**config.mk**
```make
export PLATFORM = sky130hd
export DESIGN_NAME = chunked_adder
export DESIGN_NICKNAME = d
export VERILOG_FILES = /design/src/rtl/chunked_adder.sv
export SDC_FILE = /design/constraint.sdc
export NUM_CORES = 1
export LEC_CHECK = 0
export CAP_MARGIN = 20
export CORE_ASPECT_RATIO = 1.75
export CORE_MARGIN = 2
export CORE_UTILIZATION = 47
export DETAILED_ROUTE_END_ITERATION = 16
export PLACE_DENSITY = 0.79
export SYNTH_ARGS = -nofsm -noshare
export SYNTH_HDL_FRONTEND = slang
export SYNTH_SLANG_ARGS = --single-unit
```
**constraint.sdc**
```tcl
create_clock -name clk -period 2.05 [get_ports clk]
set_input_delay 0.5125 -clock clk [delete_from_list [all_inputs] [get_ports clk]]
set_output_delay 0.5125 -clock clk [all_outputs]
set_load 0.02 [all_outputs]
```
**src/rtl/chunked_adder.sv**
```systemverilog
// Multi-cycle two's-complement adder/subtractor that adds CHUNK bits per clock through a registered carry.
// The operand registers shift right every RUN cycle, so the active chunk always sits in the low bits.
module chunked_adder #(
  parameter int WIDTH = 16,
  parameter int CHUNK = 4
) (
  input  logic             clk,
  input  logic             rst_n,
  input  logic             start,
  input  logic [WIDTH-1:0] a,
  input  logic [WIDTH-1:0] b,
  input  logic             cin,
  input  logic             sub,
  output logic             ready,
  output logic             done,
  output logic [WIDTH-1:0] sum,
  output logic             cout,
  output logic             overflow
);

  localparam int NCHUNK = WIDTH / CHUNK;
  localparam int CW     = (NCHUNK > 1) ? $clog2(NCHUNK) : 1;
  localparam logic [CW-1:0] LAST = CW'(NCHUNK - 1);

  typedef enum logic {IDLE, RUN} state_e;

  state_e           state_q, state_d;
  logic [WIDTH-1:0] opA_q, opA_d;
  logic [WIDTH-1:0] opB_q, opB_d;
  logic             carry_q, carry_d;
  logic [CW-1:0]    count_q, count_d;
  logic [WIDTH-1:0] sum_q, sum_d;
  logic             cout_q, cout_d;
  logic             ovf_q, ovf_d;
  logic             done_q, done_d;

  logic [CHUNK-1:0] chunkA, chunkB, chunkSum;
  logic [CHUNK:0]   carryChain;
  logic             chunkOvf;
  logic [WIDTH-1:0] opANext, opBNext, result;

  assign chunkA        = opA_q[CHUNK-1:0];
  assign chunkB        = opB_q[CHUNK-1:0];
  assign carryChain[0] = carry_q;

  for (genvar i = 0; i < CHUNK; i++) begin : gSlice
    assign chunkSum[i]     = chunkA[i] ^ chunkB[i] ^ carryChain[i];
    assign carryChain[i+1] = (chunkA[i] & chunkB[i]) | (carryChain[i] & (chunkA[i] ^ chunkB[i]));
  end

  // Only meaningful on the final chunk, where slice CHUNK-1 is bit WIDTH-1.
  assign chunkOvf = carryChain[CHUNK] ^ carryChain[CHUNK-1];

  if (NCHUNK > 1) begin : gMulti
    logic [WIDTH-CHUNK-1:0] acc_q, acc_d;

    assign opANext = {{CHUNK{1'b0}}, opA_q[WIDTH-1:CHUNK]};
    assign opBNext = {{CHUNK{1'b0}}, opB_q[WIDTH-1:CHUNK]};
    assign result  = {chunkSum, acc_q};

    always_comb begin
      acc_d = acc_q;
      if (state_q == RUN) begin
        acc_d = result[WIDTH-1:CHUNK];
      end
    end

    always_ff @(posedge clk or negedge rst_n) begin
      if (!rst_n) begin
        acc_q <= '0;
      end else begin
        acc_q <= acc_d;
      end
    end
  end else begin : gSingle
    assign opANext = '0;
    assign opBNext = '0;
    assign result  = chunkSum;
  end

  always_comb begin
    state_d = state_q;
    opA_d   = opA_q;
    opB_d   = opB_q;
    carry_d = carry_q;
    count_d = count_q;
    sum_d   = sum_q;
    cout_d  = cout_q;
    ovf_d   = ovf_q;
    done_d  = 1'b0;
    case (state_q)
      IDLE: begin
        if (start) begin
          opA_d   = a;
          opB_d   = sub ? ~b : b;
          carry_d = sub | cin;
          count_d = '0;
          state_d = RUN;
        end
      end
      RUN: begin
        opA_d   = opANext;
        opB_d   = opBNext;
        carry_d = carryChain[CHUNK];
        if (count_q == LAST) begin
          sum_d   = result;
          cout_d  = carryChain[CHUNK];
          ovf_d   = chunkOvf;
          done_d  = 1'b1;
          state_d = IDLE;
        end else begin
          count_d = count_q + CW'(1);
        end
      end
      default: state_d = IDLE;
    endcase
  end

  always_ff @(posedge clk or negedge rst_n) begin
    if (!rst_n) begin
      state_q <= IDLE;
      opA_q   <= '0;
      opB_q   <= '0;
      carry_q <= 1'b0;
      count_q <= '0;
      sum_q   <= '0;
      cout_q  <= 1'b0;
      ovf_q   <= 1'b0;
      done_q  <= 1'b0;
    end else begin
      state_q <= state_d;
      opA_q   <= opA_d;
      opB_q   <= opB_d;
      carry_q <= carry_d;
      count_q <= count_d;
      sum_q   <= sum_d;
      cout_q  <= cout_d;
      ovf_q   <= ovf_d;
      done_q  <= done_d;
    end
  end

  assign ready    = (state_q == IDLE);
  assign done     = done_q;
  assign sum      = sum_q;
  assign cout     = cout_q;
  assign overflow = ovf_q;

endmodule

```
==> results of run 1 <==
## cell families after synthesis
| kind of cell | Yosys count | synth area share [%] |
|---|---|---|
| mux | 45 | 16.3 |
| buf+inv | 28 | 5.23 |
| compound gates | 35 | 7.51 |
| flops | 67 | 54.4 |
| fa+ha+maj | 5 | 3.00 |
| xor+xnor | 18 | 5.11 |
| simple gates | 49 | 8.44 |
## sequential cells by signal (all words and copies together) (netlist names)
| signal | cells |
|---|---|
| opA_q | 16 |
| opB_q | 16 |
| sum | 16 |
| gMulti.acc_q | 12 |
| count_q | 2 |
| carry_q | 1 |
| cout | 1 |
| done | 1 |
| overflow | 1 |
| state_q | 1 |
## area by class of cell
class                           count  area, um^2
Clock buffer                       14         264
Sequential cell                    67        1680
Inverter                           12        45.0
Timing Repair Buffer               68         668
Multi-Input combinational cell    152        1260
Tap cell                           82         103
Clock inverter                      2        10.0
Fill cell                         523        2410
## what timing repair did
item                       4_1_cts  5_1_grt
gates resized for setup          6        1
hold buffers                     0        0
setup buffers                    4        1
setup endpoints to repair        6        5
pin swaps                        6        1
## worst min path at each step
stage | start | end | slack, ns
CTS | rst_n | opB_q[3] | 0.11
finish | rst_n | sum[11] | 0.10
detailed placement | rst_n | sum[7] | 0.46
global route | rst_n | gMulti.acc_q[3] | 0.13
global placement | rst_n | sum[7] | 0.45
floorplan | rst_n | carry_q | 0.22
## power by group through the flow
stage	combinational, mW	clock (mW)	sequential, mW
6_report	2.30	1.40	2.24
3_3_place_gp	2.15	0	2.22
2_1_floorplan	1.35	0	2.38
3_5_place_dp	2.24	0	2.26
4_1_cts	2.32	1.41	2.24
5_1_grt	2.53	1.48	2.31
## per-layer routing
layer	wire, um	track usage, %
met4	112	8.47
met3	227	4.97
met5	0	0
met2	2840	27.7
met1	2500	23.1
## placed cells by master (no fill, tap or decap), types with 2 or more instances in the layout
master           count
a221o_1              3
nand2_1             21
mux2_4               6
a211oi_1             4
inv_1                9
o211ai_1             9
nand2b_1             4
mux2_2              19
and2_1               3
clkdlybuf4s50_1     53
nor2_1               9
inv_2                3
clkinv_2             2
or3b_1               9
clkbuf_1             3
clkbuf_8             2
mux2i_1             20
clkbuf_16            9
o21ai_0             14
xnor2_1             14
buf_12               2
fa_2                 4
buf_2                2
dfrtp_1             66
buf_4                9
xor2_1               4
## per-stage QoR
stage / setup slack [ns] / power [mW] / setup TNS (ns) / util (%) / hold slack (ns)
after CTS: -0.114 / 5.97 / -0.436 / 62.5 / 0.112
after global placement: -0.0574 / 4.37 / -0.159 / 57.6 / 0.446
after floorplan: -0.0445 / 3.73 / -0.0887 / - / 0.217
final: -0.113 / 5.94 / -0.411 / 62.6 / 0.103
after global routing: -0.180 / 6.32 / -0.795 / 62.6 / 0.129
after detailed placement: -0.140 / 4.50 / -0.394 / 57.6 / 0.457
==> flow_summary.json, run 1 <==
{
  "grtUsageTotal_pct": 17.9,
  "grt_overflow": 0,
  "final.setup_skew_ns": 0.00683,
  "worst_pin_slew_ns": 0.640,
  "synth_fp_nets": 289,
  "dieWidth_um": 65.2,
  "synth.distinct_cells": 28,
  "cts_buffers": 9,
  "vdd_drop_max_uv": 608,
  "synth.most_common_cell": "dfrtp_1",
  "start_util_pct": 47.9,
  "cts.sinks": 67,
  "cp_max_fo": 2,
  "crit_end": "overflow",
  "cp_num_buf_inv": 3,
  "maxSlewViolCount": 0,
  "status": "finished with violations",
  "r2r_end": "overflow",
  "htreeDepth": 3,
  "grt_pass1_wl_um": 9760,
  "die_h_um": 111,
  "place_inst": 377,
  "ys_async_sr_fraction_pct": 100,
  "yosysTopAreaCell": "dfrtp_1",
  "globalplace.congestion": 0.768,
  "r2r-start": "carry_q",
  "synth_seq_cells": 67,
  "layout-drive-gt1-share_pct": 19.7,
  "dpl.hpwl_um": 3810,
  "cp_slowest_cell": "dfrtp_1",
  "synth-main-ff-cell": "dfrtp_1",
  "crit_chain": "fa_2, inv_2, fa_2, inv_2, fa_2, inv_2, fa_2, xnor2_1, mux2_2",
  "firstDrtPassIters": 4,
  "critPathMaxStageDelay_ns": 0.40,
  "setup_ws_ns": -0.113,
  "vias": 1993,
  "drtIter0Drc": 157,
  "period_minus_slack_ns": 2.16,
  "p_leak_nw": 1.81,
  "drc": 0,
  "place_area_um2": 3710,
  "synth_edf_count": 0,
  "pwr-share-clk_pct": 23.6,
  "crit_top_cell": "fa_2",
  "fin_area_um2": 4030,
  "worstPathRequired_ns": 2.26,
  "ant_nets": 0,
  "crit_path_start_kind": "flip-flop",
  "drt_wl_total_um": 5680,
  "p_int_mw": 4.01,
  "cts.root.buffer_cell": "clkbuf_16",
  "maxCapViolations": 0,
  "nNetsFinal": 352,
  "reg2reg_slack_ns": -0.11,
  "worstSetupEndpointType": "flip-flop",
  "violations": "negative setup slack",
  "areaGrowthSynthToFinish_pct": 30.7,
  "yosysTopAreaCellShare_pct": 54.4,
  "p_switching_mw": 1.92,
  "syn-instance-count": 247,
  "synth_common_cells": "67 x dfrtp_1, 21 x nand2_1, 20 x mux2i_1",
  "rows": 39,
  "fin_crit_sh_pct": 105,
  "comb_power_share_pct": 38.7,
  "power_density_nw_per_um2": 1470,
  "n_antenna_cell": 0,
  "p_seq_share_pct": 37.7,
  "reg2reg_depth": 9,
  "wire_per_inst_um": 14.3,
  "core_um2": 6440,
  "critical_path_cell_count": 9,
  "grt_max_degree": 72,
  "dieArea_um2": 7250,
  "cp.arrival_ns": 2.37,
  "synth_area_leaders": "dfrtp_1 54%, mux2_2 6.9%, mux2i_1 6.5%, xnor2_1 4.0%, mux2_4 2.9%",
  "hold_viol_final": 0,
  "ios": 57,
  "setup_viol": 5,
  "clock.fmax_mhz": 462,
  "startpoint": "carry_q",
  "synth.avg_cell_area_um2": 12.5,
  "hp-class": "input pin to async pin",
  "clock_path_buffers": 2,
  "critPathTopFamily": "adder cells",
  "fin_cells": 397,
  "critical_path_class": "flip-flop to flip-flop",
  "rsz0062_at_grt": "yes",
  "slew_headroom_pct": 57.4,
  "syn_area_um2": 3080,
  "clock_latency_ns": 0.33,
  "via_per_inst": 5.02,
  "path_clk_slew_ns": 0.05,
  "p_sw_share_pct": 32.4,
  "antenna_found_initial": 0,
  "yosysWarningCount": 0,
  "seq_area_frac_synth_pct": 54.4,
  "cts_tree": "built",
  "grt_pass1_vias": 2025,
  "port_buffers": 56
}
(Power assumes the default switching activity.)
==> inputs of run 2 (changes only) <==
--- a/config.mk
+++ b/config.mk
@@ -8,9 +8,9 @@
 export CAP_MARGIN = 20
 export CORE_ASPECT_RATIO = 1.75
 export CORE_MARGIN = 2
-export CORE_UTILIZATION = 47
+export CORE_UTILIZATION = 40
 export DETAILED_ROUTE_END_ITERATION = 16
-export PLACE_DENSITY = 0.79
+export PLACE_DENSITY = 0.69
 export SYNTH_ARGS = -nofsm -noshare
 export SYNTH_HDL_FRONTEND = slang
 export SYNTH_SLANG_ARGS = --single-unit
==> constraint.sdc (replaced) <==
create_clock -name clk -period 1.9 [get_ports clk]
set_input_delay 0.475 -clock clk [delete_from_list [all_inputs] [get_ports clk]]
set_output_delay 0.475 -clock clk [all_outputs]
set_load 0.02 [all_outputs]
==> flow_summary.json, run 2 (synthesis gave the netlist of run 1 again) <==
{
  "crit_top_cell": "fa_2",
  "setup_viol": 5,
  "grt_pass1_vias": 2024,
  "globalRouteMet2Util_pct": 22.7,
  "grt_overflow": 0,
  "maxCapViolations": 0,
  "fin_cells": 402,
  "cts_tree": "built",
  "dieArea_um2": 8460,
  "post-cts-setup-buffers": 0,
  "cp.arrival_ns": 2.39,
  "total_power_mw": 6.36,
  "period_minus_slack_ns": 2.15,
  "path_clk_slew_ns": 0.05,
  "comb_power_share_pct": 39.1,
  "cts.root.buffer_cell": "clkbuf_16",
  "vdd_drop_max_uv": 583,
  "antenna_found_initial": 0,
  "violations": "negative setup slack",
  "grtUsageTotal_pct": 15.0,
  "dieWidth_um": 70.4,
  "worstPathRequired_ns": 2.14,
  "status": "finished with violations",
  "areaGrowthSynthToFinish_pct": 30.8,
  "grt_max_degree": 68,
  "p_switching_mw": 2.05,
  "globalplace.congestion": 0.750,
  "layout_commonest_cell": "dfrtp_1",
  "port_buffers": 56,
  "rows": 42,
  "start_util_pct": 41.0,
  "core_um2": 7510,
  "vias": 1955,
  "nFillCells": 670,
  "critPathMaxStageDelay_ns": 0.44,
  "maxSlewViolCount": 0,
  "ant_nets": 0,
  "rsz0062_at_grt": "yes",
  "drc": 0,
  "clock_latency_ns": 0.33,
  "use_met3_pct": 3.19,
  "cp_num_buf_inv": 3,
  "critical_path_class": "flip-flop to flip-flop",
  "p_sw_share_pct": 32.2,
  "p_leak_nw": 1.82,
  "place_inst": 386,
  "drt_wl_total_um": 5660,
  "n_antenna_cell": 0,
  "grt_pass1_wl_um": 9830,
  "worstSetupEndpointType": "flip-flop",
  "fin_crit_sh_pct": 113,
  "final.setup_skew_ns": 0.00905,
  "via_per_inst": 4.86,
  "dpl.hpwl_um": 3760,
  "nNetsFinal": 351,
  "hp-class": "input pin to async pin",
  "clock_path_buffers": 2,
  "slew_headroom_pct": 67.5,
  "setup_ws_ns": -0.251,
  "pwr-share-clk_pct": 23.3,
  "grt_busiest_layer": "met2",
  "ios": 57,
  "p_seq_share_pct": 37.6,
  "p_int_mw": 4.31,
  "crit_chain": "fa_2, inv_2, fa_2, inv_2, fa_2, inv_2, fa_2, mux2i_1",
  "hold_viol_final": 0,
  "crit_path_start_kind": "flip-flop",
  "gr-usage-met1_pct": 20.3,
  "cp_max_fo": 2,
  "layout.cells.most_common_list": "66 x dfrtp_1, 53 x clkdlybuf4s50_1, 21 x nand2_1",
  "drtIter0Drc": 148,
  "wire_per_inst_um": 14.1,
  "htreeDepth": 3,
  "clock.fmax_mhz": 465,
  "cp_slowest_cell": "fa_2",
  "firstDrtPassIters": 4,
  "cts.sinks": 67,
  "cts-hold-fix-buffers": 0,
  "die_h_um": 120,
  "worst_pin_slew_ns": 0.488,
  "timing.setup.tns_ns": -0.917,
  "layout-drive-gt1-share_pct": 19.7,
  "power_density_nw_per_um2": 1580,
  "critPathTopFamily": "adder cells",
  "cts_buffers": 9
}
[run 2: routing by layer]
| layer | part of all wire, % | vias to the layer above | wire length [um] |
|---|---|---|---|
| li1 | - | 971 | - |
| met1 | 46 | 928 | 2580 |
| met2 | 48 | 47 | 2710 |
| met3 | 4.5 | 9 | 254 |
| met4 | 2.0 | 0 | 116 |
| met5 | 0 | - | 0 |
[run 2: layout make-up]
cell class	count	area, um^2	share of cell area, %
clock buffer	13	250	6.21
clock inverter	3	15.0	0.372
inverter	12	45.0	1.12
multi-input combinational	152	1270	31.5
sequential	67	1680	41.6
tap	88	110	2.73
timing repair buffer	67	664	16.5
[run 2: worst paths after layout]
kind	start	end	slack, ns	cells past startpoint
worst min-delay path	rst_n	sum[11]	0.15	2
worst max-delay path	opA_q[0]	sum[15]	-0.25	8
worst min register to register	opA_q[14]	opA_q[10]	0.49	2
worst max register to register	opA_q[0]	sum[15]	-0.25	8
max in group asynchronous	rst_n	cout	1.43	2
min in group clk	opA_q[14]	opA_q[10]	0.49	2
[run 2: worst register-to-register path: stages (launching register included)]
cell and delay [ns]:
dfrtp_1 0.40, fa_2 0.40, inv_2 0.06, fa_2 0.19, inv_2 0.04, fa_2 0.35, inv_2 0.07, fa_2 0.44
mux2i_1 0.13
[run 2: repair_timing]
item | CTS | global route
setup endpoints to repair | 6 | 8
pin swaps | 6 | 3
resized for setup | 2 | 4
[run 2: per-stage QoR]
stage	setup slack, ns	hold WS [ns]	area, um^2	utilization (%)
floorplan	-0.178	0.179	3090	-
global placement	-0.190	0.462	3750	49.9
detailed placement	-0.256	0.473	3750	49.9
CTS	-0.283	0.182	4020	53.4
global route	-0.331	0.192	4030	53.7
finish	-0.251	0.154	4030	53.7
[run 2: power by group through the flow]
stage	sequential (mW)	clock, mW	combinational (mW)
final	2.39	1.48	2.49
after global routing	2.48	1.58	2.74
after CTS	2.40	1.50	2.51
after detailed placement	2.42	0	2.46
after global placement	2.40	0	2.39
after floorplan	2.57	0	1.47
==> inputs of run 3 (changes only) <==
--- a/config.mk
+++ b/config.mk
@@ -8,9 +8,11 @@
 export CAP_MARGIN = 20
 export CORE_ASPECT_RATIO = 1.75
 export CORE_MARGIN = 2
-export CORE_UTILIZATION = 40
+export CORE_UTILIZATION = 47
 export DETAILED_ROUTE_END_ITERATION = 16
-export PLACE_DENSITY = 0.69
+export HOLD_SLACK_MARGIN = 0.1
+export PLACE_DENSITY = 0.79
+export SETUP_SLACK_MARGIN = 0.1
 export SYNTH_ARGS = -nofsm -noshare
 export SYNTH_HDL_FRONTEND = slang
 export SYNTH_SLANG_ARGS = --single-unit
==> flow_summary.json, run 3 (synthesis gave the netlist of run 1 again) <==
{
  "status": "finished with violations",
  "violations": "negative setup slack",
  "core_um2": 6440,
  "cts_buffers": 9,
  "clock_path_buffers": 2,
  "clock_latency_ns": 0.33,
  "fin_area_um2": 4050,
  "n_antenna_cell": 0,
  "globalplace.congestion": 0.734,
  "port_buffers": 56,
  "start_util_pct": 47.9,
  "areaGrowthSynthToFinish_pct": 31.4,
  "layout-drive-gt1-share_pct": 20.6,
  "hp-class": "input pin to async pin",
  "fin_crit_sh_pct": 114,
  "maxSlewViolCount": 0,
  "die_h_um": 111,
  "r2r_end": "sum[15]",
  "total_power_mw": 6.48,
  "p_int_mw": 4.37,
  "worstSetupEndpointType": "flip-flop",
  "final.setup_skew_ns": 0.00687,
  "startpoint": "opB_q[0]",
  "p_leak_nw": 1.86,
  "reg2reg_slack_ns": -0.26,
  "grt_overflow": 0,
  "crit_path_start_kind": "flip-flop",
  "firstDrtPassIters": 4,
  "critical_path_class": "flip-flop to flip-flop",
  "drc": 0,
  "rsz0062_at_grt": "yes",
  "cp.arrival_ns": 2.41,
  "cts.sinks": 67,
  "period_minus_slack_ns": 2.16,
  "grtUsageTotal_pct": 17.3,
  "ios": 57,
  "htreeDepth": 3,
  "layout_commonest_cell": "dfrtp_1",
  "vdd_drop_max_uv": 731,
  "critPathMaxStageDelay_ns": 0.44,
  "grt_max_degree": 68,
  "place_area_um2": 3730,
  "setup_viol": 7,
  "clock.fmax_mhz": 463,
  "p_seq_share_pct": 37.3,
  "nFillCells": 497,
  "wire_per_inst_um": 14.3,
  "vias": 2001,
  "grt_pass1_wl_um": 9490,
  "dieWidth_um": 65.2,
  "p_sw_share_pct": 32.5,
  "drt_wl_total_um": 5700,
  "via_per_inst": 5.03,
  "grt_pass1_vias": 1960,
  "pwr-share-clk_pct": 24.1,
  "reg2reg_depth": 8,
  "layout.cells.most_common_list": "66 x dfrtp_1, 49 x clkdlybuf4s50_1, 21 x nand2_1",
  "cts_tree": "built",
  "nNetsFinal": 353,
  "cp_slowest_cell": "fa_2",
  "setup_ws_ns": -0.260,
  "power_density_nw_per_um2": 1600,
  "dpl.hpwl_um": 3800,
  "worstPathRequired_ns": 2.15,
  "worst_pin_slew_ns": 0.409,
  "cts-hold-fix-buffers": 0,
  "comb_power_share_pct": 38.6,
  "maxCapViolations": 0,
  "r2r-start": "opB_q[0]",
  "ant_nets": 0,
  "p_switching_mw": 2.11,
  "cp_max_fo": 2,
  "crit_top_cell": "fa_2",
  "slew_headroom_pct": 72.7,
  "cp_num_buf_inv": 3,
  "crit_chain": "fa_2, inv_2, fa_2, inv_2, fa_2, inv_2, fa_2, mux2i_1",
  "place_inst": 381,
  "crit_end": "sum[15]",
  "fin_cells": 398,
  "critPathTopFamily": "adder cells",
  "cts.root.buffer_cell": "clkbuf_16",
  "antenna_found_initial": 0,
  "critical_path_cell_count": 8,
  "path_clk_slew_ns": 0.05,
  "rows": 39,
  "utilization_pct": 62.9,
  "dp_slack_ns": -0.245,
  "hold_viol_final": 0,
  "drtIter0Drc": 111,
  "dieArea_um2": 7250
}
run 3: what timing repair did:
action,4_1_cts,5_1_grt
hold endpoints to repair,0,0
resized for setup,5,4
setup buffers,1,0
pin swaps,2,2
setup endpoints to repair,9,10
run 3: area by class of cell:
cell class              instances  area (um^2)  share of cell area, %
well taps                      82          103                   2.53
flip-flops and latches         67         1680                   41.4
inverters                      12         45.0                   1.11
clock buffers                  13          270                   6.67
clock inverters                 3         21.3                  0.525
multi-input cells             152         1270                   31.2
repair buffers                 69          669                   16.5
run 3: how the worst min path moves through the flow:
stage | end | cells after the start | from
after global placement | opA_q[8] | 2 | opA_q[12]
final | done | 2 | rst_n
after floorplan | carry_q | 0 | rst_n
after CTS | opB_q[12] | 2 | rst_n
after global routing | done | 2 | rst_n
after detailed placement | opA_q[8] | 2 | opA_q[12]
run 3: power groups by stage:
stage / clock, mW / combinational (mW) / sequential, mW
6_report: 1.56 / 2.50 / 2.42
5_1_grt: 1.65 / 2.74 / 2.50
4_1_cts: 1.59 / 2.53 / 2.43
3_5_place_dp: 0 / 2.47 / 2.44
3_3_place_gp: 0 / 2.37 / 2.39
2_1_floorplan: 0 / 1.47 / 2.57
run 3: through the flow:
| stage | setup TNS, ns | hold WS, ns |
|---|---|---|
| 5_1_grt | -1.56 | 0.182 |
| 4_1_cts | -0.958 | 0.176 |
| 3_5_place_dp | -0.875 | 0.472 |
| 6_report | -0.961 | 0.156 |
| 3_3_place_gp | -0.669 | 0.463 |
| 2_1_floorplan | -0.501 | 0.179 |
run 3: metal layers:
layer	routed length, um	track usage, %
met3	240	4.57
met1	2390	22.7
met2	2950	27.1
met5	0	0
met4	115	7.08
